<file path="config.mk">
export PLATFORM = sky130hd
export DESIGN_NAME = aq_gemac_miim_ctrl
export DESIGN_NICKNAME = d
export VERILOG_FILES = /design/src/rtl/aq_gemac_miim_ctrl.sv
export SDC_FILE = /design/constraint.sdc
export NUM_CORES = 1
export LEC_CHECK = 0
export ABC_CLOCK_PERIOD_IN_PS = 2000
export CAP_MARGIN = 20
export CELL_PAD_IN_SITES_DETAIL_PLACEMENT = 1
export CELL_PAD_IN_SITES_GLOBAL_PLACEMENT = 2
export CORE_MARGIN = 1
export CORE_UTILIZATION = 29
export DETAILED_ROUTE_END_ITERATION = 8
export PLACE_DENSITY = 0.85
export SLEW_MARGIN = 15
export SYNTH_ARGS = -nofsm -noshare
export SYNTH_HDL_FRONTEND = slang
export SYNTH_SLANG_ARGS = --single-unit
</file>
<file path="constraint.sdc">
create_clock -name clk -period 2 [get_ports clk]
set_clock_uncertainty 0.05 [all_clocks]
set_input_delay 0.5 -clock clk [delete_from_list [all_inputs] [get_ports clk]]
set_output_delay 0.5 -clock clk [all_outputs]
set_load 0.1 [all_outputs]
</file>
<file path="src/rtl/aq_gemac_miim_ctrl.sv">
// Arbiter/sequencer sharing one MIIM master between a host register-access
// port and an autonomous PHY link-status poller.
module aq_gemac_miim_ctrl #(
  parameter logic [31:0] POLL_INTERVAL = 32'd1250000,
  parameter logic [4:0]  POLL_REG      = 5'd1,
  parameter logic [3:0]  LINK_BIT      = 4'd2
) (
  input  logic        clk,
  input  logic        rst_n,
  input  logic        host_req_i,
  input  logic        host_write_i,
  input  logic [4:0]  host_phy_address_i,
  input  logic [4:0]  host_reg_address_i,
  input  logic [15:0] host_wdata_i,
  output logic        host_busy_o,
  output logic        host_ack_o,
  output logic [15:0] host_rdata_o,
  input  logic        poll_enable_i,
  input  logic [4:0]  poll_phy_address_i,
  output logic        link_status_o,
  output logic        link_change_o,
  output logic [15:0] poll_rdata_o,
  output logic        miim_request_o,
  output logic        miim_write_o,
  output logic [4:0]  miim_phy_address_o,
  output logic [4:0]  miim_reg_address_o,
  output logic [15:0] miim_wdata_o,
  input  logic [15:0] miim_rdata_i,
  input  logic        miim_busy_i
);

  localparam int unsigned CNT_W = 32;
  localparam int unsigned TMO_W = 2;
  localparam logic [TMO_W-1:0] TMO_LAST = TMO_W'(3);

  typedef enum logic [2:0] {
    ST_IDLE, ST_ISSUE, ST_WAIT_START, ST_WAIT_DONE, ST_COMPLETE
  } state_e;

  state_e            state_q, state_d;
  logic [TMO_W-1:0]  tmo_cnt_q, tmo_cnt_d;
  logic [CNT_W-1:0]  poll_cnt_q, poll_cnt_d;
  logic              host_pend_q, host_pend_d;
  logic              poll_pend_q, poll_pend_d;
  logic              last_host_q, last_host_d;
  logic              grant_host_q, grant_host_d;
  logic              timeout_q, timeout_d;
  logic              hwrite_q, hwrite_d;
  logic [4:0]        hphy_q, hphy_d;
  logic [4:0]        hreg_q, hreg_d;
  logic [15:0]       hwdata_q, hwdata_d;
  logic              host_busy_q, host_busy_d;
  logic              host_ack_q, host_ack_d;
  logic [15:0]       host_rdata_q, host_rdata_d;
  logic              link_status_q, link_status_d;
  logic              link_change_q, link_change_d;
  logic [15:0]       poll_rdata_q, poll_rdata_d;
  logic              miim_request_q, miim_request_d;
  logic              miim_write_q, miim_write_d;
  logic [4:0]        miim_phy_q, miim_phy_d;
  logic [4:0]        miim_reg_q, miim_reg_d;
  logic [15:0]       miim_wdata_q, miim_wdata_d;

  logic              accept;
  logic              poll_tc;
  logic              poll_clr;
  logic              pick_host;
  logic [15:0]       rdata_sel;

  // Next-state and output computation
  always_comb begin
    state_d        = state_q;
    tmo_cnt_d      = tmo_cnt_q;
    poll_cnt_d     = poll_cnt_q;
    host_pend_d    = host_pend_q;
    poll_pend_d    = poll_pend_q;
    last_host_d    = last_host_q;
    grant_host_d   = grant_host_q;
    timeout_d      = timeout_q;
    hwrite_d       = hwrite_q;
    hphy_d         = hphy_q;
    hreg_d         = hreg_q;
    hwdata_d       = hwdata_q;
    host_busy_d    = host_busy_q;
    host_ack_d     = 1'b0;
    host_rdata_d   = host_rdata_q;
    link_status_d  = link_status_q;
    link_change_d  = 1'b0;
    poll_rdata_d   = poll_rdata_q;
    miim_request_d = 1'b0;
    miim_write_d   = miim_write_q;
    miim_phy_d     = miim_phy_q;
    miim_reg_d     = miim_reg_q;
    miim_wdata_d   = miim_wdata_q;
    accept         = host_req_i && !host_busy_q;
    poll_tc        = 1'b0;
    poll_clr       = 1'b0;
    pick_host      = 1'b0;
    rdata_sel      = timeout_q ? 16'hFFFF : miim_rdata_i;

    if (accept) begin
      hwrite_d    = host_write_i;
      hphy_d      = host_phy_address_i;
      hreg_d      = host_reg_address_i;
      hwdata_d    = host_wdata_i;
      host_pend_d = 1'b1;
      host_busy_d = 1'b1;
    end
    // Busy stays high through the ack cycle and drops right after it
    if (host_ack_q) host_busy_d = 1'b0;

    if (!poll_enable_i) begin
      poll_cnt_d = '0;
    end else if (poll_cnt_q == POLL_INTERVAL - 32'd1) begin
      poll_cnt_d = '0;
      poll_tc    = 1'b1;
    end else begin
      poll_cnt_d = poll_cnt_q + CNT_W'(1);
    end

    case (state_q)
      ST_IDLE: begin
        if (!miim_busy_i && (host_pend_q || poll_pend_q)) begin
          pick_host      = host_pend_q && (!poll_pend_q || !last_host_q);
          grant_host_d   = pick_host;
          last_host_d    = pick_host;
          timeout_d      = 1'b0;
          miim_request_d = 1'b1;
          miim_write_d   = pick_host ? hwrite_q : 1'b0;
          miim_phy_d     = pick_host ? hphy_q   : poll_phy_address_i;
          miim_reg_d     = pick_host ? hreg_q   : POLL_REG;
          miim_wdata_d   = pick_host ? hwdata_q : 16'h0000;
          state_d        = ST_ISSUE;
        end
      end
      ST_ISSUE: begin
        tmo_cnt_d = '0;
        state_d   = ST_WAIT_START;
      end
      ST_WAIT_START: begin
        if (miim_busy_i) begin
          state_d = ST_WAIT_DONE;
        end else if (tmo_cnt_q == TMO_LAST) begin
          timeout_d = 1'b1;
          state_d   = ST_COMPLETE;
        end else begin
          tmo_cnt_d = tmo_cnt_q + TMO_W'(1);
        end
      end
      ST_WAIT_DONE: begin
        if (!miim_busy_i) state_d = ST_COMPLETE;
      end
      ST_COMPLETE: begin
        if (grant_host_q) begin
          if (!miim_write_q) host_rdata_d = rdata_sel;
          host_ack_d  = 1'b1;
          host_pend_d = 1'b0;
        end else begin
          poll_rdata_d  = rdata_sel;
          link_status_d = rdata_sel[LINK_BIT];
          link_change_d = rdata_sel[LINK_BIT] != link_status_q;
          poll_clr      = 1'b1;
        end
        state_d = ST_IDLE;
      end
      default: state_d = ST_IDLE;
    endcase

    // A fresh expiry wins over the clear from a completing poll
    if (!poll_enable_i)  poll_pend_d = 1'b0;
    else if (poll_tc)    poll_pend_d = 1'b1;
    else if (poll_clr)   poll_pend_d = 1'b0;
  end

  always_ff @(posedge clk or negedge rst_n) begin
    if (!rst_n) begin
      state_q        <= ST_IDLE;
      tmo_cnt_q      <= '0;
      poll_cnt_q     <= '0;
      host_pend_q    <= 1'b0;
      poll_pend_q    <= 1'b0;
      last_host_q    <= 1'b0;
      grant_host_q   <= 1'b0;
      timeout_q      <= 1'b0;
      hwrite_q       <= 1'b0;
      hphy_q         <= '0;
      hreg_q         <= '0;
      hwdata_q       <= '0;
      host_busy_q    <= 1'b0;
      host_ack_q     <= 1'b0;
      host_rdata_q   <= '0;
      link_status_q  <= 1'b0;
      link_change_q  <= 1'b0;
      poll_rdata_q   <= '0;
      miim_request_q <= 1'b0;
      miim_write_q   <= 1'b0;
      miim_phy_q     <= '0;
      miim_reg_q     <= '0;
      miim_wdata_q   <= '0;
    end else begin
      state_q        <= state_d;
      tmo_cnt_q      <= tmo_cnt_d;
      poll_cnt_q     <= poll_cnt_d;
      host_pend_q    <= host_pend_d;
      poll_pend_q    <= poll_pend_d;
      last_host_q    <= last_host_d;
      grant_host_q   <= grant_host_d;
      timeout_q      <= timeout_d;
      hwrite_q       <= hwrite_d;
      hphy_q         <= hphy_d;
      hreg_q         <= hreg_d;
      hwdata_q       <= hwdata_d;
      host_busy_q    <= host_busy_d;
      host_ack_q     <= host_ack_d;
      host_rdata_q   <= host_rdata_d;
      link_status_q  <= link_status_d;
      link_change_q  <= link_change_d;
      poll_rdata_q   <= poll_rdata_d;
      miim_request_q <= miim_request_d;
      miim_write_q   <= miim_write_d;
      miim_phy_q     <= miim_phy_d;
      miim_reg_q     <= miim_reg_d;
      miim_wdata_q   <= miim_wdata_d;
    end
  end

  assign host_busy_o        = host_busy_q;
  assign host_ack_o         = host_ack_q;
  assign host_rdata_o       = host_rdata_q;
  assign link_status_o      = link_status_q;
  assign link_change_o      = link_change_q;
  assign poll_rdata_o       = poll_rdata_q;
  assign miim_request_o     = miim_request_q;
  assign miim_write_o       = miim_write_q;
  assign miim_phy_address_o = miim_phy_q;
  assign miim_reg_address_o = miim_reg_q;
  assign miim_wdata_o       = miim_wdata_q;

endmodule

</file>
Word level (Yosys, flattened, before mapping)
Index checks and enable logic that the tools add are counted.

Bits in registers: 132. Word-level logic and storage cells: 96.

Add/sub/neg operators: 2. Equal/unequal tests: 14. Mux-type cells: 37. Bitwise gates (word level): 2. Reduce and logical (&&, ||, !) cells: 19.

Operator list (count): $mux 32 (2); $add 32x1->32 const B (1); $eq 32x21->1 const B (1); $mux 16 (2); $mux 1 (22); $mux 3 (4); $pmux 3 s4 (1); $mux 5 (2); $ne 2x2->1 const B (5); $reduce_and 3->1 (3); $eq 3x2->1 const B (2); $reduce_bool 2->1 (3); $logic_not 1->1 (4); $mux 2 (2); $pmux 2 s2 (1); $reduce_and 2->1 (2); $reduce_and 4->1 (1); $eq 3x1->1 const B (1); $eq 3x3->1 const B (1); $logic_and 1x1->1 (3); $logic_not 3->1 (1); $ne 3x1->1 const B (1); $ne 3x3->1 const B (1); $add 2x1->2 const B (1); 5 further kinds (7).

Depth between registers and ports, before layout
Depth in word-level cells: 5. Depth in mapped cells: 7. Gate-level depth less buffers: 5.

Worst setup path after synthesis
Ideal clock, no wire load.

Path type: register to register. Start: register host_busy_q, in the netlist host_busy_o. End: register hreg_q[0]. Setup time: 0.125 ns. Arrival time: 2.010 ns. Setup slack: -0.185 ns. Cell stages (with the launch flop): 5. Path buffers: 2. Cells stage by stage: dfrtp_1 nor2b_1 clkbuf_1 clkbuf_1 mux2_2.

Word-level cells in the longest chain between the ends: 2.

RTL lines: start: declaration (RTL line 52) `logic host_busy_q, host_busy_d;`; start signal: assignment (RTL line 213) `host_busy_q <= host_busy_d;`; $logic_not 1->1 (RTL line 95) `accept = host_req_i && !host_busy_q;`; $logic_and 1x1->1 (RTL line 95); end signal: assignment (RTL line 211) `hreg_q <= hreg_d;`; end: declaration (RTL line 50) `logic [4:0] hreg_q, hreg_d;`.

Every way passes these cells. A chain may end at the register's enable or synchronous reset.

Worst setup path after layout
Start: register poll_cnt_q[10]. End: register poll_cnt_q[20].

Word-level cells in the longest chain between the ends: 3. Elaborated cells between the ends (all ways): 4. Classes of those cells: 1 x add/sub; 1 x eq/ne; 2 x mux.

RTL lines: start: declaration (RTL line 42) `logic [CNT_W-1:0] poll_cnt_q, poll_cnt_d;`; start signal: assignment (RTL line 203) `poll_cnt_q <= poll_cnt_d;`; $add 32x1->32 / $eq 32x21->1 (equally long branches) (RTL line 118, 114); $mux 32 (*) (RTL line 114) `end else if (poll_cnt_q == POLL_INTERVAL - 32'd1) begin`; $mux 32 (*) (RTL line 112) `if (!poll_enable_i) begin`; via poll_cnt_d[20] (RTL line 42).

The timed path passes the listed nets; every way through them passes the cells marked *.

==> run metrics <==
cell with the most instances after synthesis=dfrtp_1; Synth cell types=36; final hold violation count=0; DR vias=~4.6k; root buffer cell=clkbuf_16; cell area power density=between 1500 and 2000 mW/mm^2; layout cells sized above 1=between 20% and 30%; Finished Layout Cells=930; Vias/cell=approximately 5.0; #FFs+latches synth=~130; critical path fanouts, max=3; Slew HR=69.27%; Core Region=~0.019 sq mm; sequential area share after synthesis=59.32%; Starting DRT DRC Count=slightly above 200; Die ar.=approximately 0.020 sq mm; final setup vio count=0; post-synth top area share=~60%; post-synthesis xor/xnor area fraction=~2.4%; compound-cell area share of the yosys netlist=10.30%; antenna viol nets, final=0; maximum buffer depth of the clock tree=2; clock slew at reported path FFs=approximately 60 ps; Synth top cells by count=131 x dfrtp_1, 76 x nor2_1, 64 x nand2_1; Post-synth EDFFs=0; largest family of logic cells by synthesized area=simple AND/OR/NAND/NOR gates; Placer Congestion=0.8101; Achievable Freq=roughly 510 MHz; worst slew pin tran=460.9 ps; area of placed instances=about 0.0079 sq mm; Area Growth Syn to Fin=54.58%; worst min path class=reg2reg; die outline width=around 140 um; Final min period=1974 ps; Setup crit start kind=flop; worst path required time=~2300 ps; Syn Inst Count=approximately 540; WP data arrival=about 2300 ps; number of global-route vias before repair=about 5.2k; number of diodes=0; unrepaired setup endpoints after global routing=yes; Placement Rows=50; Final Cycle Share=between 90% and 100%; nets@finish=739; average cell area after synthesis=10.31 sq um; Slew Limit Fails=0; CTS tree=built; largest net degree at the start of global routing=57; Register Area=roughly 0.0033 sq mm; worst setup path category=reg2reg; Max IR drop VDD=roughly 0.67 mV; Multi-input gate area=roughly 0.0022 sq mm; ys async rst share=100.0%; Simple-Gate Fraction of Synth Area=a little under a fifth; CTS Sinks=~130; MaxCap Viol Count=0; DRC viols=0; Worst Setup End Kind=flop; drt total wl=15950 um; number of fill cells=around 2.0k; Worst-Skew Late Latency=between 400 and 500 ps; synth top area cells=dfrtp_1 59%, mux2_2 5.7%, nor2_1 5.2%, a21oi_1 4.6%, nand2_1 4.3%; Adder-Cell Fraction of Synth Area=0.4528%; status=completed; wire length per cell=between 15 and 20 um; Die Height=between 100 and 150 um; post-synthesis mux area share=about 6.6%; first-pass iteration count of the detailed router=4; # IOs=~120; dpl hpwl=11600 um; initial antenna violation count=0; Initial Util=between 20% and 30%; Yosys top cell by area=dfrtp_1; Synth Net Count=about 600; Cells after DPL=approximately 900; grt total ovfl=0; Port Buffers=roughly 120; synthesized cell area=~0.0055 sq mm; post-route cell area=approximately 0.0085 sq mm; CTS Buf Count=17; H-tree depth=4; Setup TNS Final=0 ps; Ys Warns=0; total track usage=between 15 and 20%; top_reg_cell synth=dfrtp_1; Leakage=roughly 3.7 nW; first-pass GRT wire length=26200 um
-- worst paths after layout --
kind                                        to  cells past startpoint           start  slack (ps)
worst min-delay path                 hreg_q[2]                      1       hreg_q[2]         460
worst max-delay path            poll_cnt_q[20]                      5  poll_cnt_q[10]          30
worst min register to register       hreg_q[2]                      1       hreg_q[2]         460
max in group asynchronous        link_change_o                      3           rst_n         750
min in group asynchronous            hreg_q[0]                      2           rst_n         560
worst max register to register  poll_cnt_q[20]                      5  poll_cnt_q[10]          30
-- kinds of logic (layout without fill, tap and decap cells) --
kind of cell / Yosys count / after routing
simple gates: 212 / 212
flops: 131 / 131
compound gates: 105 / 105
buf+inv: 38 / 198
mux: 33 / 33
xor+xnor: 15 / 15
fa+ha+maj: 2 / 2
-- metrics by stage --
step | power [mW] | setup WS [ps] | util [%] | hold slack (ps)
after floorplan | 9.081 | -5.419 | - | 154.4
after global placement | 12.15 | 5.389 | 42.27 | 425.0
after detailed placement | 12.39 | -56.77 | 42.27 | 431.4
after CTS | 15.25 | 11.18 | 45.31 | 461.4
after global routing | 15.69 | -47.67 | 45.67 | 473.2
final | 15.10 | 25.95 | 45.67 | 457.7
-- layout make-up --
class | count | share of cell area (%)
Sequential cell | 131 | 38.39
Timing Repair Buffer | 162 | 26.19
Clock buffer | 22 | 5.551
Multi-Input combinational cell | 367 | 25.56
Tap cell | 234 | 3.427
Inverter | 5 | 0.2197
Clock inverter | 9 | 0.6737
-- cell usage in the layout, fill, tap and decap left out, types with 4 or more instances in the layout --
master	instances
nor3_1	5
clkbuf_16	17
or4_1	9
buf_12	70
clkinv_2	5
nor2_1	76
and4_1	5
clkdlybuf4s50_1	51
nor4_1	4
o31ai_1	11
and3_1	4
o21ai_0	37
xnor2_1	8
nand4_1	11
or4_4	4
buf_4	36
mux2i_1	5
mux2_2	28
or3_1	5
dfrtp_1	130
inv_1	5
nand3_1	12
nand2_1	64
xor2_1	7
a21oi_1	48
buf_6	4
-- registers in the layout, summed over array words and instances (netlist names), 2 cells and up --
name	cells
poll_cnt_q	32
host_rdata_o	16
hwdata_q	16
miim_wdata_o	16
poll_rdata_o	16
hphy_q	5
hreg_q	5
miim_phy_address_o	5
miim_reg_address_o	5
state_q	3
tmo_cnt_q	2
-- worst max-delay path: stages, from the launching register on --
cell	delay, ps
dfrtp_1	360
nand4_2	150
buf_6	160
or4_4	550
or4_4	500
a21oi_2	140
-- timing repair --
action,in CTS,in global routing
endpoints found under the hold margin,28,0
hold buffers,1,0
gates resized for setup,5,11
endpoints found under the setup margin,12,26
setup buffers,1,2
pin swaps,2,5
-- metal layers --
metal	GRT usage [%]	up-vias	share of wire (%)
met4	7.577	0	2.5
met3	3.316	31	2.4
met1	19.02	2351	40
met5	0	-	0
li1	-	2165	-
met2	31.37	79	55
-- power breakdown --
part	switching [mW]	leakage, nW	internal, mW
clock	1.13	0.262	1.67
sequential	0.872	1.60	3.51
combinational	5.09	1.79	2.83
(Power assumes the default switching activity.)
